File: src/rtl/plab4_net_ter_domain_rx_pkg.sv
// Shared constants for the ring terminal domain adapters.
// Holds the domain tag encoding and the network message width helper.
package plab4_net_ter_domain_rx_pkg;

  localparam logic DOM_D1 = 1'b0;
  localparam logic DOM_D2 = 1'b1;

  // Message layout is {dest, src, opaque, payload}, dest at the MSB.
  function automatic int net_msg_nbits(
    input int p,
    input int o,
    input int s
  );
    return p + o + 2 * s;
  endfunction

endpackage

File: src/rtl/plab4_net_ter_rx_queue.sv
// Circular FIFO for one domain of the terminal receive adapter.
// Ports: enq_val/enq_msg in, full out; deq_val/deq_msg out, deq_rdy in.
module plab4_net_ter_rx_queue #(
  parameter int p_msg_nbits   = 41,
  parameter int p_num_entries = 4
) (
  input  logic                   clk,
  input  logic                   reset,
  input  logic                   enq_val,
  input  logic [p_msg_nbits-1:0] enq_msg,
  output logic                   full,
  output logic                   deq_val,
  input  logic                   deq_rdy,
  output logic [p_msg_nbits-1:0] deq_msg
);

  localparam int AW = $clog2(p_num_entries);
  localparam int CW = AW + 1;

  logic [p_msg_nbits-1:0] mem [p_num_entries];
  logic [AW-1:0]          wr_ptr;
  logic [AW-1:0]          rd_ptr;
  logic [CW-1:0]          count;
  logic                   enq;
  logic                   deq;

  assign full    = (count == CW'(p_num_entries));
  assign deq_val = (count != '0);
  assign deq_msg = mem[rd_ptr];

  // Full blocks enqueue even when a dequeue happens this cycle.
  assign enq = enq_val && !full;
  assign deq = deq_val && deq_rdy;

  always_ff @(posedge clk) begin
    if (reset) begin
      wr_ptr <= '0;
      rd_ptr <= '0;
      count  <= '0;
    end else begin
      // Depth is a power of two, so pointers wrap naturally.
      if (enq) wr_ptr <= wr_ptr + AW'(1);
      if (deq) rd_ptr <= rd_ptr + AW'(1);
      if (enq && !deq)      count <= count + CW'(1);
      else if (!enq && deq) count <= count - CW'(1);
    end
  end

  always_ff @(posedge clk) begin
    if (enq) mem[wr_ptr] <= enq_msg;
  end

endmodule

File: src/rtl/plab4_net_ter_domain_rx.sv
// Ring terminal receive adapter: steers ejected messages into two
// per-domain FIFOs and counts misrouted drops per domain.
// Ports: in_val/in_rdy/in_msg/in_domain from the router terminal;
// out_val/rdy/msg_d0 and _d1 to the domain consumers;
// drop_cnt_d0/_d1 saturating misroute counters.
// Macro PLAB4_NET_TER_DOMAIN_RX_BYPASS_EN enables zero-latency bypass
// into an empty buffer whose consumer is ready.
module plab4_net_ter_domain_rx
  import plab4_net_ter_domain_rx_pkg::*;
#(
  parameter int p_payload_nbits = 32,
  parameter int p_opaque_nbits  = 3,
  parameter int p_srcdest_nbits = 3,
  parameter int p_router_id     = 0,
  parameter int p_num_entries   = 4,
  parameter int p_errcnt_nbits  = 8
) (
  input  logic clk,
  input  logic reset,
  input  logic in_val,
  output logic in_rdy,
  input  logic [net_msg_nbits(p_payload_nbits, p_opaque_nbits,
                              p_srcdest_nbits)-1:0] in_msg,
  input  logic in_domain,
  output logic out_val_d0,
  input  logic out_rdy_d0,
  output logic [net_msg_nbits(p_payload_nbits, p_opaque_nbits,
                              p_srcdest_nbits)-1:0] out_msg_d0,
  output logic out_val_d1,
  input  logic out_rdy_d1,
  output logic [net_msg_nbits(p_payload_nbits, p_opaque_nbits,
                              p_srcdest_nbits)-1:0] out_msg_d1,
  output logic [p_errcnt_nbits-1:0] drop_cnt_d0,
  output logic [p_errcnt_nbits-1:0] drop_cnt_d1
);

  localparam int M = net_msg_nbits(p_payload_nbits, p_opaque_nbits,
                                   p_srcdest_nbits);
  localparam int S = p_srcdest_nbits;
  localparam int E = p_errcnt_nbits;

  logic         full0, full1;
  logic         qval0, qval1;
  logic [M-1:0] qmsg0, qmsg1;
  logic         dest_ok, acc, sel0, sel1;
  logic         byp0, byp1, enq0, enq1, drop0, drop1;

  assign dest_ok = (in_msg[M-1 -: S] == S'(p_router_id));
  assign sel0    = (in_domain == DOM_D1);
  assign sel1    = (in_domain == DOM_D2);

  // Only the selected domain's full flag gates the router.
  assign in_rdy = sel1 ? !full1 : !full0;
  assign acc    = in_val && in_rdy;

`ifdef PLAB4_NET_TER_DOMAIN_RX_BYPASS_EN
  assign byp0 = acc && sel0 && dest_ok && !qval0 && out_rdy_d0;
  assign byp1 = acc && sel1 && dest_ok && !qval1 && out_rdy_d1;
`else
  assign byp0 = 1'b0;
  assign byp1 = 1'b0;
`endif

  assign enq0  = acc && sel0 && dest_ok && !byp0;
  assign enq1  = acc && sel1 && dest_ok && !byp1;
  assign drop0 = acc && sel0 && !dest_ok;
  assign drop1 = acc && sel1 && !dest_ok;

  plab4_net_ter_rx_queue #(
    .p_msg_nbits   (M),
    .p_num_entries (p_num_entries)
  ) q_d0 (
    .clk     (clk),
    .reset   (reset),
    .enq_val (enq0),
    .enq_msg (in_msg),
    .full    (full0),
    .deq_val (qval0),
    .deq_rdy (out_rdy_d0),
    .deq_msg (qmsg0)
  );

  plab4_net_ter_rx_queue #(
    .p_msg_nbits   (M),
    .p_num_entries (p_num_entries)
  ) q_d1 (
    .clk     (clk),
    .reset   (reset),
    .enq_val (enq1),
    .enq_msg (in_msg),
    .full    (full1),
    .deq_val (qval1),
    .deq_rdy (out_rdy_d1),
    .deq_msg (qmsg1)
  );

  // Bypass only fires on an empty queue, so the two sources never collide.
  assign out_val_d0 = qval0 || byp0;
  assign out_val_d1 = qval1 || byp1;
  assign out_msg_d0 = qval0 ? qmsg0 : in_msg;
  assign out_msg_d1 = qval1 ? qmsg1 : in_msg;

  always_ff @(posedge clk) begin
    if (reset) begin
      drop_cnt_d0 <= '0;
      drop_cnt_d1 <= '0;
    end else begin
      if (drop0 && (drop_cnt_d0 != '1))
        drop_cnt_d0 <= drop_cnt_d0 + E'(1);
      if (drop1 && (drop_cnt_d1 != '1))
        drop_cnt_d1 <= drop_cnt_d1 + E'(1);
    end
  end

endmodule
File: config.mk
export PLATFORM = sky130hd
export DESIGN_NAME = plab4_net_ter_domain_rx
export DESIGN_NICKNAME = d
export VERILOG_FILES = /design/src/rtl/plab4_net_ter_domain_rx_pkg.sv /design/src/rtl/plab4_net_ter_rx_queue.sv /design/src/rtl/plab4_net_ter_domain_rx.sv
export SDC_FILE = /design/constraint.sdc
export NUM_CORES = 1
export LEC_CHECK = 0
export ABC_AREA = 1
export CORE_MARGIN = 2
export CORE_UTILIZATION = 26
export DETAILED_ROUTE_END_ITERATION = 16
export PLACE_DENSITY = 0.39
export SLEW_MARGIN = 25
export SYNTH_ARGS = -nofsm -noshare
export SYNTH_HDL_FRONTEND = slang
export SYNTH_SLANG_ARGS = --single-unit
File: constraint.sdc
create_clock -name clk -period 3.83 [get_ports clk]
set_clock_uncertainty 0.2 [all_clocks]
set_input_delay 0.383 -clock clk [delete_from_list [all_inputs] [get_ports clk]]
set_output_delay 0.383 -clock clk [all_outputs]
set_load 0.03 [all_outputs]
# ---- Word level (Yosys, flattened, before mapping)
# Memories as Yosys holds them, arrays and structs flattened. A register that Yosys moved wholly into a read port is not among the register bits.
# Cells that the tools add are included.
dict set report classes {
  addsub 10
  eq_ne 4
  muxes 15
  bitwise 1
  reduce_logical 29
}
# op n
set ops {}
lappend ops {{41-bit 2-to-1 mux} 2}
lappend ops {{1-bit logical AND} 17}
lappend ops {{8-bit by 1-bit adder with 8-bit output, second input constant} 2}
lappend ops {{8-bit != test, second input constant} 2}
lappend ops {{3-bit 2-to-1 mux} 4}
lappend ops {{2-bit by 1-bit adder with 2-bit output, second input constant} 4}
lappend ops {{2-bit 2-to-1 mux} 4}
lappend ops {{1-bit zero test} 7}
lappend ops {{3-bit by 1-bit adder with 3-bit output, second input constant} 2}
lappend ops {{3-bit == test, second input constant} 2}
lappend ops {{3-bit nonzero test} 2}
lappend ops {{3-bit by 1-bit subtractor with 3-bit output, second input constant} 2}
lappend ops {{1-bit 2-to-1 mux} 5}
lappend ops {{2-bit nonzero test} 2}
lappend ops {{3-bit zero test} 1}
lappend ops {{1-bit NOT} 1}
dict set report totals {
  register_bits 30
  ram_bits 328
  in_bits 47
  out_inout_bits 101
  n_memories 2
}
# memory depth word_bits rd rd_ports_with_merged_regs write_ports line_no
set mem_list {}
lappend mem_list {q_d0.mem 4 41 1 1 1 plab4_net_ter_rx_queue.sv:20} ;# logic [p_msg_nbits-1:0] mem [p_num_entries];
lappend mem_list {q_d1.mem 4 41 1 1 1 plab4_net_ter_rx_queue.sv:20}

# ---- Longest topological paths before layout
dict set report depth {
  ltp_word 11
  depth_mapped 12
}

# ---- Cells and area by module
# Synthesis repeated with hierarchy kept, for this count alone.
dict set report unflattened {
  cells_unflattened 1316
  area_unflattened_um2 15108.2
}
# mod n_inst cells_each area_per_inst_um2 seq_area_each_um2
set modules_own_cells {}
lappend modules_own_cells {plab4_net_ter_rx_queue 2 465 6562.5 5104.9}
lappend modules_own_cells {plab4_net_ter_domain_rx 1 386 1983.2 320.3}

# ---- Worst setup path before layout
# Ideal clock, no wire load.
dict set report synth_timing {
  path_type {input to register}
  startpoint {input port in_msg[38] in the netlist's numbering}
  endpoint {memory q_d0.mem[0][0], enable pin}
  setup_ns 0.440
  arrival_time_ns 2.615
  required_ns 3.190
  slack_ns 0.575
  stages 3
  path_buffers 0
  path_cell_list {nor3_4 -> nand3_1 -> nor2_1}
}
dict set report synth_via {
  elab_chain_cells 5
}
# element line_no
set synth_lines {}
lappend synth_lines {{from (decl)} plab4_net_ter_domain_rx.sv:23} ;# p_srcdest_nbits)-1:0] in_msg,
lappend synth_lines {{3-bit zero test} plab4_net_ter_domain_rx.sv:48} ;# assign dest_ok = (in_msg[M-1 -: S] == S'(p_router_id));
lappend synth_lines {{1-bit logical AND} plab4_net_ter_domain_rx.sv:64} ;# assign enq0 = acc && sel0 && dest_ok && !byp0;
lappend synth_lines {{1-bit logical AND} plab4_net_ter_rx_queue.sv:32} ;# assign enq = enq_val && !full;
lappend synth_lines {{1-bit 2-to-1 mux} plab4_net_ter_rx_queue.sv:50} ;# if (enq) mem[wr_ptr] <= enq_msg;
lappend synth_lines {{1-bit 2-to-1 mux (implied by the code)} plab4_net_ter_rx_queue.sv:50}
lappend synth_lines {{to (decl)} plab4_net_ter_rx_queue.sv:20}
# No other way between the ends.

==> results by group <==
Drt
  – ANT nets after route: 0
  – Vias per std cell: 4.383
  – Routed length per instance: 17.00 um
  – Drt pass-1 iters: 5
  – # DRC: 0
  – Final WL: 39.40 mm
  – Drt first-iter violations: 541
  – Routed via count: 10160

Placement
  – Placed cell area: 17610 um2
  – Routability Congestion: 0.7451
  – Buffers on Ports: 147
  – DP Worst Slack: 0.5872 ns
  – Detailed Place HPWL: 23.64 mm

Yosys
  – Synthesized net count: 1431
  – Yosys Warn Count: 0
  – Syn Inst Count: 1370
  – EDFF count, synth: 328
  – FFs w/ async S/R, synth: 0
  – Post-synthesis register bit count: 362
  – Unique masters post-synth: 27
  – Sequential share of the synthesized area: 0.6968
  – Mean Syn Cell Area: 11.03 um2
  – Mapped Area: 15110 um2
  – Dominant synthesized flop cell: edfxtp_1

STA
  – Max_slew headroom: 0.4668
  – Worst setup margin: 0.2800 ns
  – Worst slew pin tran: 0.7990 ns
  – Final-report hold violation count: 0
  – Slew Viols, Final: 0
  – Unrepaired setup endpoints after global routing: false
  – Max Fclk: 281.7 MHz
  – Final setup viols: 0
  – Fin crit share: 0.9269
  – Min cycle time layout: 3.550 ns
  – Setup TNS: 0 ns

Critical path
  – Critical-path cell list: buf_4, nor2_1, nor2_1, o21ai_0, o21ai_0, nand2_1, o21ai_1, clkdlybuf4s50_1
  – Critical path class: flop to output port
  – Worst EP arrival: 2.97 ns
  – CP Depth: 8
  – CP max stage cell: dfxtp_2
  – Worst R2R End: q_d1.count[2]$_SDFFE_PP0P_
  – Peak per-stage delay on the critical path: 0.77 ns
  – CP Buf/Inv Count: 2
  – Worst R2R Setup Slack: 1.25 ns
  – Critical path peak fanout: 30
  – CP endpoint: out_msg_d0[32]
  – Critical path required time: 3.25 ns
  – Crit-path leading delay family: buffers and inverters
  – CP endpoint kind: output port
  – Reg2reg start: q_d1.count[0]$_SDFFE_PP0P_
  – Startpoint types: flop
  – Worst R2R Path Depth: 11

GRT
  – Vias in the first global route: 10160
  – First-pass GRT wire length: 61.13 mm
  – Largest net degree at the start of global routing: 84
  – Congestion Overflow GR: 0
  – Total Routing Usage GR: 0.1322
  – Antenna violations before repair: 1

Floorplanning
  – Rows: 88
  – Horiz. Die Dim: 245.1 um
  – Die height: 245.1 um
  – # IOs: 148
  – Core area: 57590 um2
  – Die area: 60070 um2
  – Initial core utilization: 0.2624

Clocking
  – Clk Latency, worst-skew pair: 0.56 ns
  – TritonCTS clock tree: yes
  – Post-CTS Hold Buffers: 0
  – Clock Path Buffers: 3
  – CTS resizes: 0
  – Clk slew on worst S/H paths: 0.06 ns
  – Root buffer cell: clkbuf_16
  – Postcts setup bufs: 0
  – Clk sinks: 362
  – TritonCTS Buffers: 42
  – H-tree depth: 2

Outcome
  – Outcome: complete, no violations

Layout
  – Fillers: 5797
  – Layout net count: 1582
  – Fin area: 18900 um2
  – Synth-to-Final Area Change: 25.05%
  – Final core utilization: 0.3282
  – Layout cells sized above 1: 0.07152

Power
  – Psw: 5.756 mW
  – Static Leakage: 6.421 nW
  – Clock power share: 0.262
  – Switching Fraction: 0.3961
  – P_int: 8.775 mW
  – Cell area power density: 768.9 nW/um2
  – Gate power share: 0.427
  – Worst VDD drop: 0.4236 mV
  – Seq pwr share: 0.311

Worst hold path
  – Worst hold path class: flop to flop

Job
  – Maxcap violations: 0
[through the flow]
step                power [mW]  hold slack (ns)  instances
floorplan                8.311           0.2356       1370
global placement         10.96           0.2496       2242
detailed placement       10.97           0.2570       2242
CTS                      14.86           0.2565       2317
global route             15.42           0.2892       2317
finish                   14.53           0.2636       2318
[placed cells by master, fill, tap and decap left out, types with 3 or more instances in the layout]
cell type        instances
inv_1                   81
o21ai_0                274
nor2_1                 290
a21oi_1                 23
clkbuf_16               42
nor2_4                   8
xor2_1                   3
clkbuf_1                18
clkinv_2                 4
o21ai_1                 66
nand3_1                 18
nor3_1                   3
nor2_2                   3
buf_12                  10
clkinv_1                 6
nand2_1                136
bufinv_16                3
ha_1                    12
dfxtp_2                  4
clkdlybuf4s50_1        147
dfxtp_1                 30
edfxtp_1               328
buf_4                   25
[cells by family after synthesis]
group           synth area share
flops                     0.6968
compound gates            0.1202
fa+ha+maj                0.01258
buf+inv                  0.04653
simple gates              0.1215
xor+xnor                0.002319
[metal layers]
metal / wire, um / global-route usage / vias up
met3: 1857 / 0.02733 / 50
met5: 0 / 0 / -
met2: 18350 / 0.2169 / 172
met4: 702 / 0.03730 / 0
li1: - / - / 5045
met1: 18490 / 0.1763 / 4892
[cells in the mapped netlist, types with 4 or more instances]
master,instances,area share
o21ai_0,274,0.091
buf_6,4,0.0030
nor2_1,298,0.074
nand3_1,18,0.0060
a21oi_1,23,0.0076
ha_1,12,0.0099
nand2_1,137,0.034
o21ai_1,66,0.022
inv_1,82,0.020
buf_2,23,0.0076
clkbuf_2,8,0.0026
clkbuf_1,30,0.0075
buf_4,10,0.0050
dfxtp_1,34,0.045
edfxtp_1,328,0.65
[sequential cells by signal, indices dropped and copies added, names as in the netlist, named ones only]
register     flops
q_d1.wr_ptr      2
q_d1.count       3
q_d0.rd_ptr      2
q_d1.mem       164
q_d1.rd_ptr      2
drop_cnt_d0      8
q_d0.wr_ptr      2
drop_cnt_d1      8
q_d0.count       3
q_d0.mem       164
[power groups by stage]
stage	combinational, mW	clock (mW)	sequential [mW]
after floorplan	3.77	0	4.54
after global placement	6.35	0	4.61
after detailed placement	6.37	0	4.61
after CTS	6.38	3.96	4.52
after global routing	6.80	4.08	4.53
final	6.21	3.80	4.52
[worst min-delay path: stages (launching register included)]
cell,delay (ns)
dfxtp_1,0.30
inv_1,0.06
a21oi_1,0.07
[worst min path at each step]
stage	start	to	slack [ns]	cells after the start
after floorplan	q_d1.rd_ptr[1]$_SDFFE_PP0P_	flop	0.24	2
after global routing	q_d1.rd_ptr[1]$_SDFFE_PP0P_	flop	0.29	2
after detailed placement	q_d0.rd_ptr[1]$_SDFFE_PP0P_	flop	0.26	2
after global placement	q_d1.rd_ptr[1]$_SDFFE_PP0P_	flop	0.25	2
final	q_d1.rd_ptr[1]$_SDFFE_PP0P_	flop	0.26	2
after CTS	q_d1.rd_ptr[1]$_SDFFE_PP0P_	flop	0.26	2
[area by class of cell]
type	count	area (um2)	share of cell area
inverters	84	316.6	0.01675
clock buffers	60	1119	0.05919
clock inverters	15	161.4	0.008541
flip-flops and latches	362	10540	0.5575
repair buffers	182	1859	0.09839
multi-input cells	849	3946	0.2088
diodes	1	2.502	0.0001324
well taps	765	957.2	0.05065
(Power assumes the default switching activity.)
==> patch 1 (same flow settings) <==
The option `PLAB4_NET_TER_DOMAIN_RX_BYPASS_EN` is turned on by a define.
--- a/src/rtl/plab4_net_ter_domain_rx.sv
+++ b/src/rtl/plab4_net_ter_domain_rx.sv
@@ -6,4 +6,6 @@
 // Macro PLAB4_NET_TER_DOMAIN_RX_BYPASS_EN enables zero-latency bypass
 // into an empty buffer whose consumer is ready.
+`define PLAB4_NET_TER_DOMAIN_RX_BYPASS_EN
+
 module plab4_net_ter_domain_rx
   import plab4_net_ter_domain_rx_pkg::*;
Check against the original RTL: not equivalent (a bounded check fails within 4 cycles, from zero or initial values and one cycle with reset high).
==> patch 1 against the unedited design <==
Non-clock buffer count fell by 6. Routed wire length is 3.2% higher. Critical path type unchanged. Global-route usage grew 0.24 points. Sequential share of layout area down 0.25 points. Largest power group unchanged. Sequential cell count unchanged. Cell area grew 0.44%. Worst setup slack better by 0.12 ns. Core utilization hardly changed. Die area rose by 0.69%. Critical endpoint is now out_msg_d1[0]. Combinational power about the same. Synthesized area is 0.70% higher. Synthesized cell count shrank 0.15%. Highest routed layer unchanged. Total power down 0.19%.
==> patch 1: results (changes against the unedited design) <==
Placement
  – RD Place Congestion: 0.718 (was 0.745)
  – Placed cells: 2,236 (was 2,242)
  – Pre-CTS setup slack: 0.726 ns (was 0.587 ns)

Worst setup path
  – CP Max Fanout: 60 (was 30)
  – Worst reg2reg path depth: 13 (was 11)
  – CP max stage delay: 0.74 ns (was 0.77 ns)

Detailed routing
  – Routed length on met1: 19,200 um (was 18,500 um)
  – DR vias/cell: 4.40 (was 4.38)
  – Met2 WL post-DR: 19,200 um (was 18,400 um)

Logic synthesis
  – Post-Synthesis Mean Instance Area: 11.1 um^2 (was 11.0 um^2)
  – Xor and xnor area share after synthesis: 0.518% (was 0.232%)
  – Post-Synth Adder-Cell Area: 1.25% (was 1.26%)
  – Mapped Nets: 1,429 (was 1,431)
  – Commonest cells in the synthesized netlist: 328 x edfxtp_1, 275 x nor2_1, 192 x o21ai_0 (was 328 x edfxtp_1, 298 x nor2_1, 274 x o21ai_0)

Global route
  – Gr usage total: 13.5% (was 13.2%)
  – Largest net degree at the start of global routing: 83 (was 84)
  – Initial antenna violation count: 0 (was 1)

Pwr
  – Sw frac: 39.6% (about the same)
  – Leakage Power: 6.41 nW (was 6.42 nW)
  – P_clk: 3.84 mW (was 3.80 mW)

STA
  – Rel. slew slack: 56.0% (was 46.7%)
  – Hold WS: 0.265 ns (was 0.264 ns)

Layout
  – Final layout net count: 1,577 (was 1,582)
  – Layout cell share with drive strength beyond 1: 7.18% (was 7.15%)

Min path
  – HP Start: q_d0.rd_ptr[1] (was q_d1.rd_ptr[1])

Outcome
  – Status: finished clean (unchanged)
## patch 1: routing by layer
| layer | global-route usage, % | vias to the layer above |
|---|---|---|
| met5 | 0 | - |
| met4 | 2.87 | 0 |
| met3 | 2.68 | 43 |
| met2 | 22.1 | 172 |
| met1 | 18.3 | 4894 |
| li1 | - | 5050 |
## patch 1: final cells by class
cell class                      count  area [um^2]
Clock buffer                       51         1110
Fill cell                        5877        38800
Clock inverter                     23          199
Inverter                           80          300
Sequential cell                   362        10500
Timing Repair Buffer              176         1830
Multi-Input combinational cell    853         4050
Tap cell                          765          957
Antenna cell                        1         2.50
## patch 1: worst max-delay path by stage
stage	to	from
3_3_place_gp	q_d1.count[2]	in_msg[38]
2_1_floorplan	q_d0.mem[0][0]	in_msg[38]
4_1_cts	out_msg_d1[40]	q_d1.count[0]
3_5_place_dp	q_d0.count[2]	in_msg[38]
6_report	out_msg_d1[0]	flop
5_1_grt	out_msg_d1[40]	q_d1.count[0]
==> patch 2 (config.mk and constraints unchanged) <==
Made on the original files. Make the reset (`reset`) asynchronous in 2 clocked blocks.
--- a/src/rtl/plab4_net_ter_rx_queue.sv
+++ b/src/rtl/plab4_net_ter_rx_queue.sv
@@ -33,5 +33,5 @@
   assign deq = deq_val && deq_rdy;
 
-  always_ff @(posedge clk) begin
+  always_ff @(posedge clk or posedge reset) begin
     if (reset) begin
       wr_ptr <= '0;
--- a/src/rtl/plab4_net_ter_domain_rx.sv
+++ b/src/rtl/plab4_net_ter_domain_rx.sv
@@ -101,5 +101,5 @@
   assign out_msg_d1 = qval1 ? qmsg1 : in_msg;
 
-  always_ff @(posedge clk) begin
+  always_ff @(posedge clk or posedge reset) begin
     if (reset) begin
       drop_cnt_d0 <= '0;
Check against the original RTL: differs if reset is asserted again (counterexample within 4 cycles, from zero or initial values and one cycle with reset high); with reset held inactive, the same outputs for 4 cycles.
==> patch 2 against the unedited design <==
Cell area rose by 0.60%. Fmax rose by 0.94%. Register-to-register slack got worse by 0.13 ns. Total power rose by 7.5%. Routed wire length is 6.2% higher. Synthesized area up 1.4%. Sequential cell count down 4. Worst setup slack gained 0.033 ns. Die area is 1.3% higher. Critical endpoint is now out_msg_d0[5]. Largest cell class unchanged. Largest power group unchanged.
==> patch 2: results (changes against the unedited design) <==
Outcome
  – Status: finished clean (unchanged)

Logic synthesis
  – Sequential fraction of the synthesis area: 69.2% (was 69.7%)
  – Synth area leaders: edfxtp_1 64%, nor2_1 8.6%, nand2_1 5.6%, o21ai_0 5.6%, dfrtp_1 4.9% (was edfxtp_1 65%, o21ai_0 9.1%, nor2_1 7.4%, dfxtp_1 4.5%, nand2_1 3.4%)
  – Mapped Nets: 1,474 (was 1,431)
  – Xor and xnor area share after synthesis: 0.686% (was 0.232%)
  – Post-Synth Adder-Cell Area: 1.24% (was 1.26%)
  – Commonest cells in the synthesized netlist: 353 x nor2_1, 328 x edfxtp_1, 230 x nand2_1 (was 328 x edfxtp_1, 298 x nor2_1, 274 x o21ai_0)
  – Synth unique cells: 30 (was 27)
  – Synth Area in Compound Gates: 8.49% (was 12.0%)
  – Asr flop ratio synth: 8.38% (was 0%)

Global route
  – First-pass GRT wire length: 63,800 um (was 61,100 um)
  – Gr usage total: 13.9% (was 13.2%)
  – Initial antenna violation count: 2 (was 1)

Worst setup path
  – Worst reg2reg path depth: 9 (was 11)
  – CP Max Fanout: 37 (was 30)
  – CP max stage delay: 0.73 ns (was 0.77 ns)
  – R2R Setup Slk: 1.12 ns (was 1.25 ns)
  – Critical path's slowest cell: clkdlybuf4s50_1 (was dfxtp_2)
  – RR Startpoint: q_d1.count[0] (unchanged)

Placement
  – RD Place Congestion: 0.764 (was 0.745)
  – Post-place instance area: 17,800 um^2 (was 17,600 um^2)
  – HPWL Detailed: 24,300 um (was 23,600 um)

Layout
  – Plain + repair buffers: 180 (was 182)
  – Final Cell Area: 19,000 um^2 (was 18,900 um^2)
  – Seq/total area: 55.8% (about the same)
  – Clock-cell share: 6.53% (was 6.77%)
  – Sequential cell count: 358 (was 362)
  – # fillers: 5,850 (was 5,797)
  – Inverter count: 76 (was 84)
  – # diodes: 0 (was 1)
  – Non-clock buffer share: 9.39% (was 9.84%)

Min path
  – Worst min-delay path class: in -> async (was reg -> reg)

Pwr
  – Leakage Power: 7.03 nW (was 6.42 nW)
  – Clock power share: 23.5% (was 26.2%)
  – Internal power: 9.11 mW (was 8.77 mW)
  – Worst IR Drop VDD: 420 uV (was 424 uV)

Detailed routing
  – DR top layer: met5 (was met4)
  – Router iterations before antenna repair: 4 (was 5)
  – WL met3: 1840 um (was 1860 um)
  – Total detailed-routing wirelength: 41,900 um (was 39,400 um)
  – DR vias/cell: 4.38 (about the same)
  – Routed length on met1: 19,500 um (was 18,500 um)

Clock network
  – CTS buffer count: 41 (was 42)

STA
  – Worst-margin pin slew: 0.688 ns (was 0.799 ns)
patch 2: per-stage QoR:
stage / power (mW) / hold WS [ns] / setup slack, ns / utilization [%] / cells
after global routing: 16.7 / 0.0582 / 0.0329 / 32.8 / 2360
after global placement: 12.2 / 0.331 / 0.707 / 30.6 / 2286
after detailed placement: 12.2 / 0.329 / 0.703 / 30.6 / 2286
after CTS: 16.0 / 0.0140 / 0.161 / 32.8 / 2360
after floorplan: 9.23 / 0.274 / 0.452 / - / 1413
final: 15.6 / 0.0243 / 0.313 / 32.8 / 2360
patch 2: timing repair:
item	4_1_cts	5_1_grt
gates resized for setup	0	1
buffers inserted	0	0
endpoints found under the hold margin	0	0
setup endpoints to repair	0	2
patch 2: per-layer routing:
metal	vias to the layer above	GRT usage, %
met1	5042	18.7
li1	5082	-
met4	2	3.05
met5	-	0
met3	46	3.07
met2	155	23.0
